$ cat src/rtl/acc_readout_uart_tx.sv
// Streams a run of accumulator words out of the systolic array over an 8N1 UART,
// four bytes per word, least significant byte first.
module acc_readout_uart_tx #(
  parameter int ACC_WIDTH      = 32,
  parameter int MATRIX_SIZE    = 8,
  parameter int ACC_ADDR_WIDTH = $clog2(MATRIX_SIZE * MATRIX_SIZE),
  parameter int CLK_PER_BIT    = 54
) (
  input  logic                      clk,
  input  logic                      rst,
  input  logic                      start,
  input  logic [ACC_ADDR_WIDTH-1:0] base_addr,
  input  logic [ACC_ADDR_WIDTH:0]   count,
  output logic [ACC_ADDR_WIDTH-1:0] addr_acc,
  input  logic [ACC_WIDTH-1:0]      acc_out,
  output logic                      uart_tx,
  output logic                      busy,
  output logic                      done
);

  localparam int unsigned CNT_W = (CLK_PER_BIT > 2) ? $clog2(CLK_PER_BIT) : 1;
  localparam int unsigned REM_W = ACC_ADDR_WIDTH + 1;
  localparam logic [CNT_W-1:0] BIT_LAST = CNT_W'(CLK_PER_BIT - 1);

  typedef enum logic [2:0] {
    IDLE,
    FETCH,
    START_BIT,
    DATA_BITS,
    STOP_BIT,
    DONE
  } state_t;

  state_t                 state;
  logic [CNT_W-1:0]       clk_cnt;
  logic [2:0]             bit_idx;
  logic [1:0]             byte_idx;
  logic [ACC_WIDTH-1:0]   word;
  logic [7:0]             shifter;
  logic [REM_W-1:0]       remaining;
  logic                   bit_end;

  // Last clock of the current UART bit period.
  assign bit_end = (clk_cnt == BIT_LAST);

  always_ff @(posedge clk) begin
    if (rst) begin
      state     <= IDLE;
      clk_cnt   <= '0;
      bit_idx   <= '0;
      byte_idx  <= '0;
      word      <= '0;
      shifter   <= '0;
      remaining <= '0;
      addr_acc  <= '0;
      uart_tx   <= 1'b1;
      busy      <= 1'b0;
      done      <= 1'b0;
    end else begin
      done <= 1'b0;
      unique case (state)
        IDLE: begin
          uart_tx <= 1'b1;
          busy    <= 1'b0;
          if (start) begin
            addr_acc  <= base_addr;
            remaining <= count;
            if (count != '0) begin
              state <= FETCH;
              busy  <= 1'b1;
            end else begin
              state <= DONE;
              done  <= 1'b1;
            end
          end
        end

        // addr_acc has been stable for this whole cycle; acc_out is valid now.
        FETCH: begin
          word     <= acc_out;
          shifter  <= acc_out[7:0];
          byte_idx <= '0;
          clk_cnt  <= '0;
          uart_tx  <= 1'b0;
          state    <= START_BIT;
        end

        START_BIT: begin
          clk_cnt <= bit_end ? '0 : clk_cnt + CNT_W'(1);
          if (bit_end) begin
            uart_tx <= shifter[0];
            shifter <= {1'b0, shifter[7:1]};
            bit_idx <= '0;
            state   <= DATA_BITS;
          end
        end

        DATA_BITS: begin
          clk_cnt <= bit_end ? '0 : clk_cnt + CNT_W'(1);
          if (bit_end) begin
            if (bit_idx == 3'd7) begin
              uart_tx <= 1'b1;
              state   <= STOP_BIT;
            end else begin
              uart_tx <= shifter[0];
              shifter <= {1'b0, shifter[7:1]};
              bit_idx <= bit_idx + 3'd1;
            end
          end
        end

        // Stop bit either chains straight into the next byte's start bit or closes the word.
        STOP_BIT: begin
          clk_cnt <= bit_end ? '0 : clk_cnt + CNT_W'(1);
          if (bit_end) begin
            if (byte_idx == 2'd3) begin
              addr_acc  <= addr_acc + ACC_ADDR_WIDTH'(1);
              remaining <= remaining - REM_W'(1);
              if (remaining == REM_W'(1)) begin
                state <= DONE;
                done  <= 1'b1;
                busy  <= 1'b0;
              end else begin
                state <= FETCH;
              end
            end else begin
              byte_idx <= byte_idx + 2'd1;
              word     <= word >> 8;
              shifter  <= word[15:8];
              uart_tx  <= 1'b0;
              state    <= START_BIT;
            end
          end
        end

        DONE: begin
          uart_tx <= 1'b1;
          busy    <= 1'b0;
          state   <= IDLE;
        end

        default: begin
          uart_tx <= 1'b1;
          busy    <= 1'b0;
          state   <= IDLE;
        end
      endcase
    end
  end

endmodule

$ cat config.mk
export PLATFORM = sky130hd
export DESIGN_NAME = acc_readout_uart_tx
export DESIGN_NICKNAME = d
export VERILOG_FILES = /design/src/rtl/acc_readout_uart_tx.sv
export SDC_FILE = /design/constraint.sdc
export NUM_CORES = 1
export LEC_CHECK = 0
export BUFFER_PORTS_ARGS = -buffer_cell sky130_fd_sc_hd__buf_2
export CORE_MARGIN = 3
export CORE_UTILIZATION = 35
export CTS_BUF_LIST = sky130_fd_sc_hd__clkbuf_4
export CTS_CLUSTER_DIAMETER = 50
export CTS_CLUSTER_SIZE = 24
export DETAILED_ROUTE_END_ITERATION = 6
export MAX_ROUTING_LAYER = met4
export PLACE_DENSITY = 0.53
export SLEW_MARGIN = 20
export SYNTH_ARGS = -nofsm -noshare
export SYNTH_HDL_FRONTEND = slang
export SYNTH_SLANG_ARGS = --single-unit
$ cat constraint.sdc
create_clock -name clk -period 2.76 [get_ports clk]
set_clock_uncertainty 0.1 [all_clocks]
set_input_delay 0.276 -clock clk [delete_from_list [all_inputs] [get_ports clk]]
set_output_delay 0.276 -clock clk [all_outputs]
set_load 0.02 [all_outputs]
# Word level (Yosys, flattened, before mapping)
# Index checks and enable logic that the tools add are counted.
# W data, S select, Z words.
[totals]
regBits = 70
latch_bits = 0
ramBits = 0
rom_bits = 0
inputBits = 48
elab_cells = 103
mem_count = 0
[classes]
add_sub_neg = 5
mul = 0
div = 0
magnitude_cmp = 0
eq_ne = 17
n_shift = 0
mux = 53
bitwise = 1
n_reduce_logical = 16
[op_table]
columns = ["operator", "n"]
rows = [
  ["$mux W32", 2],
  ["$pmux W32 S2", 1],
  ["$mux W8", 5],
  ["$mux W3", 11],
  ["$pmux W8 S4", 1],
  ["$mux W6", 4],
  ["$pmux W6 S2", 2],
  ["$mux W7", 3],
  ["$ne A2 B2 Y1 const B", 9],
  ["$reduce_and A4 Y1", 4],
  ["$mux W1", 15],
  ["$pmux W3 S5", 1],
  ["$pmux W7 S2", 1],
  ["$add A6 B1 Y6 const B", 2],
  ["$reduce_bool A2 Y1", 4],
  ["$eq A7 B1 Y1 const B", 1],
  ["$reduce_bool A7 Y1", 1],
  ["$sub A7 B1 Y7 const B", 1],
  ["$eq A3 B2 Y1 const B", 2],
  ["$eq A3 B3 Y1 const B", 2],
  ["$eq A6 B6 Y1 const B", 1],
  ["$pmux W3 S2", 1],
  ["$reduce_and A6 Y1", 1],
  ["$reduce_or A3 Y1", 2],
  ["other kinds (14)", 15],
]

# Logic depth before layout (Yosys ltp)
[logic_depth]
depth_word = 5
ltp_mapped = 9
ltp_nobuf = 7

# Worst setup path after synthesis
# Ideal clock, no wire load.
[synth_timing]
path_type = "register -> register"
from = "register byte_idx[0]"
to = "register shifter[7]"
setup_time_ns = 0.079
t_arrival_ns = 1.749
slack_ns = 0.832
path_stages_with_launch = 9
path_buffers = 2
synth_period_minus_slack_ns = 1.928
path_cell_list = "dfxtp_1 ha_1 nand4b_1 o32ai_4 or2_1 buf_4 buf_6 nor2_1 a211oi_2"
[synth_between]
elab_chain_len = 3
[synth_lines]
columns = ["element", "line_no", "text"]
rows = [
  ["start, declared", "37", "logic [1:0] byte_idx;"],
  ["start signal, assigned", "127", "byte_idx <= byte_idx + 2'd1;"],
  ["$eq A2 B2 Y1", "116", "if (byte_idx == 2'd3) begin"],
  ["$ne A2 B2 Y1 (no source line)", "-", ""],
  ["$reduce_and A6 Y1 (no source line)", "-", ""],
  ["end signal, assigned", "92", "shifter <= {1'b0, shifter[7:1]};"],
  ["end signal, assigned", "106", "shifter <= {1'b0, shifter[7:1]};"],
  ["end signal, assigned", "129", "shifter <= word[15:8];"],
  ["end, declared", "39", "logic [7:0] shifter;"],
]
# No other way between the ends.
# A chain may end at the register's enable or synchronous reset.

# Worst setup path after layout
[layout_timing]
from = "register state[0]"
to = "register addr_acc[0]"
[layout_between]
elab_chain_len = 3
[layout_lines]
columns = ["element", "line_no", "text"]
rows = [
  ["start, declared", "34", "state_t state;"],
  ["start signal, assigned", "48", "state <= IDLE;"],
  ["start signal, assigned", "69", "state <= FETCH;"],
  ["start signal, assigned", "72", "state <= DONE;"],
  ["$eq A3 B3 Y1 or $logic_not A3 Y1 (tied branches)", "61", "unique case (state)"],
  ["$ne A2 B2 Y1 (no source line) or $reduce_bool A2 Y1 (tied branches)", "-", ""],
  ["$reduce_and A4 Y1 (no source line)", "-", ""],
  ["end signal, assigned", "66", "addr_acc <= base_addr;"],
  ["end signal, assigned", "117", "addr_acc <= addr_acc + ACC_ADDR_WIDTH'(1);"],
  ["end, declared", "14", "output logic [ACC_ADDR_WIDTH-1:0] addr_acc,"],
]
# Parallel ways exist; a longest one is shown, timed or not.

==> impl_metrics.ini <==
[outcome]
status = complete, no violations

[drt]
ant_nets = 0
avgViaCountPerCell = 5.18
dr.pass1.iters = 4
drt_iter0_markers = 175
vias = 3183
post_drt_wl_per_cell_um = 13.7
routed_wl_um = 8410
drc_errors = 0

[worst_setup_path]
arrival_ns = 2.64
crit_slowest_cell = nor2_1
end_kind = register
crit_required_ns = 3.01
path_max_fanout = 18
critical_path_class = register to register
worst_path_largest_cell_delay_ns = 0.63
worst_setup_path_start_kind = register
path_cells = nor2_1 > nand2_1 > or3_1 > a31oi_1

[clock_tree]
clk_path_buf_depth = 2
clk_pin_slew_ns = 0.12
numCtsBuffers = 9
hold_buffers = 22
cts-root-buf = clkbuf_4
worst_skew_pair.late_latency_ns = 0.42
ctsResizeCount = 0
numClockSinks = 62
ctsHtreeMaxLevel = 3
post-cts-setup-buffer-count = 0
cts_tree = yes

[final_layout]
multi_input_area_um2 = 1920
num-nets-final = 540
syn_to_final_growth_pct = 22.2
nFillCells = 944
final_common_cell = nand2_1
antenna_cells = 0
mostFrequentLayoutCells = 64 x nand2_1, 62 x dfxtp_1, 57 x nor2_1
seq_area_um2 = 1240
drive_gt1_share_pct = 19.0
final_cell_area_um2 = 4070

[timing]
finalHoldViolations = 0
slew_viol_final = 0
max_freq_mhz = 419
whs_ns = 0.0282
setup_slack_ns = 0.373
max_slew.worst_pin.slew_ns = 0.706
finalCritPeriodShare_pct = 86.5
tns_ns = 0
rsz0062_at_grt = false
timing.final.crit_period_ns = 2.39
setup_viol = 0
relSlewSlack_pct = 52.8

[logic_synthesis]
yosysWarnings = 0
ys_types = 56
synthCells = 420
syn-cell-area_um2 = 3330
ys_seq_area_share_pct = 37.2
synthFlopType = dfxtp_1
synth_edf_count = 0
async_flop_share_pct = 0
ys_seq_elements = 62
synth_area_per_cell_um2 = 7.94
syn_nets = 476

[floorplanning]
pin_count = 57
dieArea_um2 = 10700
die_y_um = 104
initial_utilization_pct = 37.1
fp.dieW_um = 104
std_cell_rows = 34
core_area_um2 = 8980

[placement]
io_buffers = 56
gp_congestion = 0.795
dpl_cell_area_um2 = 3680
dp_hpwl_um = 5710
dp_slack_ns = 0.372

[pwr]
p_per_area_nw_per_um2 = 732
p_total_mw = 2.98
ir_worst_vdd_mv = 0.322
p_leak_nw = 1.60

[global_routing]
grt_usage_pct = 16.3
overflow = 0
grt_max_degree = 40
grt_first_pass_wirelength_um = 14300
grt_pass1_vias = 2917
antenna_found_initial = 0

[flow_run]
max_cap_violations = 0

[hold_path]
hp-class = input port to register
-- layout make-up --
| cell class | instances | area share, % |
|---|---|---|
| multi-input cells | 318 | 47.1 |
| flip-flops and latches | 62 | 30.5 |
| repair buffers | 86 | 13.8 |
| well taps | 126 | 3.87 |
| clock inverters | 7 | 2.55 |
| clock buffers | 9 | 1.66 |
| inverters | 7 | 0.645 |
-- registers in the layout (all words and copies together), names as in the netlist --
register,flops
byte_idx,2
word,24
clk_cnt,6
remaining,7
busy,1
done,1
bit_idx,3
state,3
addr_acc,6
uart_tx,1
shifter,8
-- cell usage after synthesis, types with 10 or more instances --
cell type	instances	share of area, %
a211oi_1	10	2.3
a21oi_1	27	4.1
a22o_1	10	2.6
a311oi_1	21	5.5
buf_2	13	2.0
clkbuf_1	13	1.5
dfxtp_1	62	37
nand2_1	64	7.2
nand3_1	11	1.7
nor2_1	57	6.4
nor3_1	13	2.0
o21ai_0	15	2.3
-- worst paths after layout --
kind | from | endpoint | slack (ns) | depth (start not counted)
worst min-delay path | acc_out[14] | word[14] | 0.03 | 3
worst min register to register | word[23] | word[15] | 0.38 | 2
worst max-delay path | state[0] | addr_acc[0] | 0.37 | 4
worst max register to register | state[0] | addr_acc[0] | 0.37 | 4
-- power breakdown --
part	internal (mW)	leakage [nW]	switching, mW
logic	0.416	1.00	0.567
registers	1.09	0.508	0.158
clock network	0.379	0.0915	0.377
total	1.88	1.60	1.10
-- kinds of logic after synthesis --
group | count (synthesis) | share of synthesized area, %
adder cells (fa/ha/maj) | 8 | 3.00
AO/OA/AOI/OAI | 113 | 25.2
buffers and inverters | 40 | 5.41
AND/OR/NAND/NOR | 186 | 25.7
flip-flops | 62 | 37.2
XOR/XNOR | 2 | 0.526
multiplexers | 9 | 2.97
-- per-stage QoR --
stage / std cells / utilization [%]
after global placement: 577 / 41.0
after floorplan: 420 / -
final: 615 / 45.4
after global routing: 615 / 45.4
after CTS: 615 / 45.4
after detailed placement: 577 / 41.0
-- routing by layer --
| layer | track usage [%] | share of wire, % | vias to the layer above |
|---|---|---|---|
| met2 | 23.5 | 44 | 60 |
| met4 | 3.99 | 0.94 | 0 |
| met5 | - | 0 | - |
| met3 | 3.98 | 3.8 | 5 |
| met1 | 22.9 | 51 | 1459 |
| li1 | - | - | 1659 |
-- worst max-delay path: cells and delay by family, from the launching register on --
family           cells  cell delay, ns
AO/OA/AOI/OAI        1            0.15
AND/OR/NAND/NOR      3            1.57
flip-flops           1            0.49
Power figures use the tool's default switching activity.
